**src/rtl/esc_mode_controller.sv**
```systemverilog
// Purpose : escape-mode controller for the C-PHY LP transmitter. It arbitrates PPI escape
//           requests, runs LP escape entry, drives the one-hot serializer command select,
//           serializes LPDT bytes or holds ULPS, and then runs escape exit (Mark-1, Stop).
// Latency : all outputs are registered. The first entry LP state appears one edge after
//           the request is sampled. Each entry state lasts ENTRY_CYC cycles and Mark-1
//           lasts EXIT_CYC cycles.
// Backpres: the controller waits indefinitely for CmdDone. A byte is taken only when the
//           shifter is empty and TxValidEsc=1, and the TxReadyEsc pulse acknowledges it.
// Ports   : TxClkEsc/RstN    clock and asynchronous active-low reset
//           TxRequestEsc, TxUlpsEsc, TxLpdtEsc, TxTriggerEsc   PPI escape request and selection
//           TxDataEsc, TxValidEsc, TxReadyEsc                  LPDT byte handshake
//           CmdDone, EscSeqCtr, SeqSel                         command serializer interface
//           LpState, PayBit, PayActive                         LP line drive
//           UlpsActiveNot, Stopstate                           PPI status
module esc_mode_controller #(
  parameter int ENTRY_CYC = 2,
  parameter int EXIT_CYC  = 2
) (
  input  logic       TxClkEsc,
  input  logic       RstN,
  input  logic       TxRequestEsc,
  input  logic       TxUlpsEsc,
  input  logic       TxLpdtEsc,
  input  logic [3:0] TxTriggerEsc,
  input  logic [7:0] TxDataEsc,
  input  logic       TxValidEsc,
  output logic       TxReadyEsc,
  input  logic       CmdDone,
  output logic [7:0] EscSeqCtr,
  output logic [1:0] LpState,
  output logic       SeqSel,
  output logic       PayBit,
  output logic       PayActive,
  output logic       UlpsActiveNot,
  output logic       Stopstate
);

  localparam int CW = $clog2(((ENTRY_CYC > EXIT_CYC) ? ENTRY_CYC : EXIT_CYC) + 1);
  localparam logic [CW-1:0] ENT_LAST  = CW'(ENTRY_CYC - 1);
  localparam logic [CW-1:0] EXIT_LAST = CW'(EXIT_CYC - 1);

  typedef enum logic [3:0] {
    IDLE, ENT_10, ENT_00A, ENT_01, ENT_00B, CMD, PAYLOAD, ULPS, EXIT_10
  } state_t;

  state_t        state, stateNx;
  logic [7:0]    grant, grantNx, selGrant;
  logic [CW-1:0] cnt, cntNx;
  logic          reqLost, reqLostNx;   // request dropped during entry/CMD
  logic [7:0]    shReg, shRegNx;
  logic [2:0]    bitCnt, bitCntNx;     // bits still to shift after the one on the line
  logic          payBitNx, readyNx;
  logic [1:0]    lpNx;

  // Fixed-priority grant: ULPS > LPDT > trigger 0..3.
  always_comb begin
    selGrant = 8'h00;
    if      (TxUlpsEsc)       selGrant = 8'b0000_0010;
    else if (TxLpdtEsc)       selGrant = 8'b0000_0001;
    else if (TxTriggerEsc[0]) selGrant = 8'b0000_0100;
    else if (TxTriggerEsc[1]) selGrant = 8'b0000_1000;
    else if (TxTriggerEsc[2]) selGrant = 8'b0001_0000;
    else if (TxTriggerEsc[3]) selGrant = 8'b0010_0000;
  end

  always_comb begin
    stateNx   = state;
    grantNx   = grant;
    cntNx     = '0;
    reqLostNx = reqLost;
    shRegNx   = shReg;
    bitCntNx  = bitCnt;
    payBitNx  = PayBit;
    readyNx   = 1'b0;
    unique case (state)
      IDLE: begin
        reqLostNx = 1'b0;
        bitCntNx  = 3'd0;
        if (TxRequestEsc && (selGrant != 8'h00)) begin
          grantNx = selGrant;
          stateNx = ENT_10;
        end
      end
      ENT_10, ENT_00A, ENT_01, ENT_00B: begin
        if (!TxRequestEsc) reqLostNx = 1'b1;
        if (cnt == ENT_LAST) begin
          unique case (state)
            ENT_10:  stateNx = ENT_00A;
            ENT_00A: stateNx = ENT_01;
            ENT_01:  stateNx = ENT_00B;
            default: stateNx = CMD;
          endcase
        end else begin
          cntNx = cnt + CW'(1);
        end
      end
      CMD: begin
        if (!TxRequestEsc) reqLostNx = 1'b1;
        if (CmdDone) begin
          if (reqLost || !TxRequestEsc) stateNx = EXIT_10;
          else if (grant[0])            stateNx = PAYLOAD;
          else if (grant[1])            stateNx = ULPS;
          else                          stateNx = EXIT_10;
        end
      end
      PAYLOAD: begin
        if (bitCnt != 3'd0) begin
          // A request drop mid-byte is ignored until the last bit is on the line.
          payBitNx = shReg[0];
          shRegNx  = {1'b0, shReg[7:1]};
          bitCntNx = bitCnt - 3'd1;
        end else if (TxValidEsc) begin
          // Loading on the last shift cycle keeps bytes back-to-back.
          payBitNx = TxDataEsc[0];
          shRegNx  = {1'b0, TxDataEsc[7:1]};
          bitCntNx = 3'd7;
          readyNx  = 1'b1;
        end else begin
          payBitNx = 1'b0;
          if (!TxRequestEsc) stateNx = EXIT_10;
        end
      end
      ULPS: begin
        if (!TxRequestEsc) stateNx = EXIT_10;
      end
      EXIT_10: begin
        if (cnt == EXIT_LAST) stateNx = IDLE;
        else                  cntNx   = cnt + CW'(1);
      end
      default: stateNx = IDLE;
    endcase
    if (stateNx != PAYLOAD) payBitNx = 1'b0;
    // Registered outputs are decoded from the next state.
    unique case (stateNx)
      IDLE:    lpNx = 2'b11;
      ENT_10:  lpNx = 2'b10;
      ENT_01:  lpNx = 2'b01;
      EXIT_10: lpNx = 2'b10;
      default: lpNx = 2'b00;
    endcase
  end

  always_ff @(posedge TxClkEsc or negedge RstN) begin
    if (!RstN) begin
      state         <= IDLE;
      grant         <= 8'h00;
      cnt           <= '0;
      reqLost       <= 1'b0;
      shReg         <= 8'h00;
      bitCnt        <= 3'd0;
      EscSeqCtr     <= 8'h00;
      LpState       <= 2'b11;
      SeqSel        <= 1'b0;
      PayBit        <= 1'b0;
      PayActive     <= 1'b0;
      TxReadyEsc    <= 1'b0;
      UlpsActiveNot <= 1'b1;
      Stopstate     <= 1'b1;
    end else begin
      state         <= stateNx;
      grant         <= grantNx;
      cnt           <= cntNx;
      reqLost       <= reqLostNx;
      shReg         <= shRegNx;
      bitCnt        <= bitCntNx;
      EscSeqCtr     <= (stateNx == CMD) ? grantNx : 8'h00;
      LpState       <= lpNx;
      SeqSel        <= (stateNx == CMD);
      PayBit        <= payBitNx;
      PayActive     <= (stateNx == PAYLOAD);
      TxReadyEsc    <= readyNx;
      UlpsActiveNot <= (stateNx != ULPS);
      Stopstate     <= (stateNx == IDLE);
    end
  end

endmodule

```
**config.mk**
```make
export PLATFORM = sky130hd
export DESIGN_NAME = esc_mode_controller
export DESIGN_NICKNAME = d
export VERILOG_FILES = /design/src/rtl/esc_mode_controller.sv
export SDC_FILE = /design/constraint.sdc
export NUM_CORES = 1
export LEC_CHECK = 0
export ABC_AREA = 1
export BUFFER_PORTS_ARGS = -buffer_cell sky130_fd_sc_hd__clkbuf_2
export CAP_MARGIN = 25
export CORE_ASPECT_RATIO = 1.5
export CORE_UTILIZATION = 55
export CTS_BUF_LIST = sky130_fd_sc_hd__clkbuf_4 sky130_fd_sc_hd__clkbuf_8
export DETAILED_ROUTE_END_ITERATION = 8
export PLACE_DENSITY = 0.8
export SETUP_SLACK_MARGIN = 0.4
export SYNTH_ARGS = -nofsm -noshare
export SYNTH_HDL_FRONTEND = slang
export SYNTH_SLANG_ARGS = --single-unit
```
**constraint.sdc**
```tcl
create_clock -name TxClkEsc -period 1.93 [get_ports TxClkEsc]
set_clock_uncertainty 0.05 [all_clocks]
set_input_delay 0.193 -clock TxClkEsc [delete_from_list [all_inputs] [get_ports TxClkEsc]]
set_output_delay 0.193 -clock TxClkEsc [all_outputs]
set_load 0.005 [all_outputs]
```
---- Word-level counts from Yosys, hierarchy flattened ----
Index checks and enable logic that the tools add are counted.
storage, ports and cells
  output and inout port bits .............. 16
  input port bits ......................... 19
  bits in registers ....................... 42
cells by class
  mux-type cells .......................... 38
  add/subtract/negate cells ............... 2
  equal/unequal tests ..................... 18
  reduce and logical (&&, ||, !) cells .... 18
operators by type and width
  cell                                                                    number
  8-bit 2-to-1 mux                                                        6
  4-bit 2-to-1 mux                                                        10
  6-bit 2-to-1 mux                                                        5
  4-bit by 3-bit equality test with 1-bit output (second input constant)  6
  4-bit one-hot mux with 6 select lines                                   1
  4-bit by 2-bit equality test with 1-bit output (second input constant)  3
  5-bit OR reduction                                                      2
  3-bit one-hot mux with 3 select lines                                   1
  4-bit by 1-bit equality test with 1-bit output (second input constant)  2
  4-bit equality test (second input constant)                             2
  4-bit logical NOT                                                       2
  1-bit 2-to-1 mux                                                        8
  4-bit by 3-bit != test with 1-bit output (second input constant)        2
  2-bit nonzero test                                                      4
  8-bit nonzero test                                                      1
  3-bit 2-to-1 mux                                                        2
  2-bit one-hot mux with 3 select lines                                   1
  3-bit one-hot mux with 2 select lines                                   1
  2-bit AND reduction                                                     3
  2-bit 2-to-1 mux                                                        2
  4-bit OR reduction                                                      1
  3-bit != test (second input constant)                                   1
  3-bit nonzero test                                                      1
  3-bit by 1-bit subtractor with 3-bit output (second input constant)     1
  other kinds (8)                                                         8

---- Depth between registers and ports, before layout ----
  word-level depth ........................ 13
  depth in mapped cells ................... 12

---- Least setup slack after synthesis ----
OpenSTA, ideal clock, no wires.
  kind .................................... register to register
  start point ............................. register bitCnt[0]
  end point ............................... register EscSeqCtr[3]
  stages on the path, launching flop included .. 11
  setup slack ............................. 0.332 ns
  data required time ...................... 1.808 ns
  buffers on the path ..................... 0
  arrival time ............................ 1.477 ns
  library setup time ...................... 0.072 ns
  path through ............................ dfrtp_1 inv_1 ha_1 inv_1 nor2_4 nand3_1 nand2_2 nand3_2 nor2_2 nand3_4 nor2_1
on the way
  cells in the longest elaborated chain, start to end .. 5
ends and longest elaborated chain
  element                                         RTL line  source
  start: declaration                              51        logic [2:0] bitCnt, bitCntNx;
  start signal: assignment                        165       bitCnt <= bitCntNx;
  3-bit nonzero test                              107       if (bitCnt != 3'd0) begin
  4-bit 2-to-1 mux                                107
  4-bit one-hot mux with 6 select lines           75        unique case (state)
  4-bit by 3-bit equality test with 1-bit output  166       EscSeqCtr <= (stateNx == CMD) ? grantNx : 8'h00;
  8-bit 2-to-1 mux                                166
  end signal: assignment                          166
  end: declaration                                29        output logic [7:0] EscSeqCtr,
No other way between the ends.
A chain may end at the register's enable or synchronous reset.

---- Final worst setup path ----
  start point ............................. register state[3]
  end point ............................... register EscSeqCtr[5]
on the way
  cells in the longest elaborated chain, start to end .. 6
ends and longest elaborated chain
  element                                                                                                           RTL line  source
  start: declaration                                                                                                46        state_t state, stateNx;
  start signal: assignment                                                                                          160       state <= stateNx;
  4-bit by 2-bit equality test with 1-bit output or 4-bit by 1-bit equality test with 1-bit output (tied branches)  75, 87
  3-bit one-hot mux with 3 select lines                                                                             87        unique case (state)
  4-bit 2-to-1 mux                                                                                                  86        if (cnt == ENT_LAST) begin
  4-bit one-hot mux with 6 select lines (*)                                                                         75
  net stateNx[0]                                                                                                    46
  4-bit by 3-bit equality test with 1-bit output (*)                                                                166
  8-bit 2-to-1 mux (*)                                                                                              166
Mark *: on every way through the listed nets, which the timed path passes. The rest lies on a longest branch.

==> run metrics <==
Crit. End Element=register; core area=3420 um^2; metal2 WL=2590 um; max cap viols=0; Worst Hold Depth=2; sequential area share after synthesis=0.520; Reg2Reg Setup Slack=250 ps; Detailed Route WL=4680 um; syn_nets=260; Detail Route Antenna Nets=0; Starting Density=0.581; Synth Register Bits=41; CP Class=reg2reg; clk buf depth=2; r2r startpoint=state[3]$_DFF_PN0_; largest family of logic cells by synthesized area=simple AND/OR/NAND/NOR gates; fmax=594 MHz; mux cell area share after synthesis=0; Mapped Cells=239; post-synthesis simple-gate area fraction=0.308; DRC Markers=0; DIE HEIGHT=75.6 um; initial antenna violation count=0; TritonCTS buffer count=5; Chip Width=51.0 um; crit path capture=EscSeqCtr[5]$_DFF_PN0_; Area Growth Syn to Fin=30.6%; post-synthesis xor/xnor area fraction=0; placed cells=315; syn avg cell area=8.30 um^2; Non-Filler Instances=342; Hold WC Path Type=in2reg; Yosys cell types=26; fin. max-slew vios=0; Mapped Area=1980 um^2; Final setup viols=0; Clock Latency Late Sink=290 ps; Leakage Power=1.39 nW; Least-Margin Pin Slew=497 ps; leading cell types by total area after synthesis=dfrtp_1, nand2_1, inv_1; complex-gate fraction of the synthesized area=0.0782; H-tree levels=2; Tcrit/Tclk final=0.872; commonest non-fill, non-tap cell in the layout=nand2_1; PortBufs=34; r2r endpoint=EscSeqCtr[5]$_DFF_PN0_; I/O pin total=35; Final Core Density=0.759; # diodes=0; First DRT Iteration DRCs=77; die area=3860 um^2; Final Hold Fails=0; CP Data Arrival Time=1810 ps; largest net degree at the start of global routing=42; Yosys warnings=0; grt ovf=0; gpl congestion=0.965; Worst Setup SP=state[3]$_DFF_PN0_; DRT Pass-1 Iters=5; Fin Hold WS=85.1 ps; Setup TNS=0 ps; top cell type's share of synthesized area=0.467; root buffer cell=clkbuf_8; CTS tree=built; Max VDD drop=0.967 mV; Slew HR=0.668; Highest Signal Layer=met4; # clock sinks=41; startpoint types=register; r2r worst-path depth=9; Yosys top cell by area=dfrtp_1; minimum clock period=1680 ps; M1 WL=1630 um; Data required, critical path=2050 ps; outcome=finished clean; Adder-Cell Fraction of Synth Area=0.0126; Global Route Usage Sum=0.249; Nets=320; unrepaired setup endpoints after global routing=yes; vias in the first global route=1662; most frequent cells in the layout=nand2_1, clkbuf_2, dfrtp_1; vias per cell=5.36; metal3 WL=270 um; layout cells sized above 1=0.387; Cell Pwr Density=1530 nW/um^2; via count=1832; HPWL Detailed=3010 um; first-pass GRT wire length=6970 um; num rows=26; Critical Path Fanout Max=9; Clock Pin Slew Worst Setup and Hold Paths=80 ps; drt wl/cell=13.7 um
[sequential cells by signal, summed over array words and instances (netlist names)]
register	count
PayBit	1
EscSeqCtr	8
state	4
PayActive	1
shReg	7
UlpsActiveNot	1
SeqSel	1
grant	8
LpState	2
Stopstate	1
TxReadyEsc	1
cnt	2
reqLost	1
bitCnt	3
[worst max-delay path: stages, from the launching register on]
cell,delay (ps)
dfrtp_2,450
inv_2,70
nand2_4,100
nor2_1,50
nand2_1,140
nand2_1,110
nor2_1,200
nand3_2,160
nand3_4,170
nor2_1,60
[through the flow]
step / cell area (um^2) / total power (W) / setup WS, ps
6_report: 2590 / 0.00397 / 246
5_1_grt: 2590 / 0.00424 / 150
4_1_cts: 2450 / 0.00368 / 343
3_5_place_dp: 2240 / 0.00279 / 185
3_3_place_gp: 2240 / 0.00275 / 233
2_1_floorplan: 2020 / 0.00241 / 342
[where the power goes]
group          switching [W]  leakage [nW]  total, W  internal (W)
logic                0.00115         0.806   0.00189      0.000745
registers           0.000181         0.523   0.00134       0.00116
clock network       0.000297        0.0619  0.000733      0.000436
total                0.00162          1.39   0.00397       0.00235
[final cells by class]
class / instances / area, um^2
clock buffer: 7 / 90.1
clock inverter: 1 / 30.0
fill: 235 / 825
inverter: 41 / 159
multi-input combinational: 157 / 908
sequential: 41 / 1040
tap: 42 / 52.6
timing repair buffer: 53 / 315
[repair_timing]
item / in CTS / in global routing
gates resized for setup: 10 / 20
pin swaps: 6 / 7
hold buffers: 1 / 0
setup buffers: 6 / 11
hold endpoints to repair: 37 / 0
cloned: 0 / 1
endpoints found under the setup margin: 28 / 29
[how the worst min path moves through the flow]
stage / from / end / slack, ps
detailed placement: RstN / cnt[1]$_DFF_PN0_ / 230
finish: TxDataEsc[7] / shReg[6]$_DFFE_PN0P_ / 90
global placement: RstN / cnt[0]$_DFF_PN0_ / 230
floorplan: RstN / EscSeqCtr[0]$_DFF_PN0_ / -150
global route: TxDataEsc[7] / shReg[6]$_DFFE_PN0P_ / 90
CTS: TxDataEsc[7] / shReg[6]$_DFFE_PN0P_ / 80
[layer usage]
layer | up-vias | track usage
met5 | - | 0
met4 | 0 | 0.120
met3 | 21 | 0.0439
met2 | 81 | 0.478
met1 | 861 | 0.258
li1 | 869 | -
[cell families (layout without fill, tap and decap cells)]
kind of cell / Yosys count / count (layout)
AO/OA/AOI/OAI: 26 / 26
adder cells (fa/ha/maj): 2 / 2
buffers and inverters: 42 / 102
flip-flops: 41 / 41
AND/OR/NAND/NOR: 128 / 129
[cells in the mapped netlist, drive strengths merged]
cell and instances:
nand4 2, nor3 2, a22o 1, nand3b 4
o211ai 1, nand3 19, buf 1, inv 41
or2 1, dfstp 4, nand2 60, a31oi 6
dfrtp 37, ha 2, a21oi 1, o21ai 17
nor2 40
No activity file was read; power rests on OpenSTA's default activity.
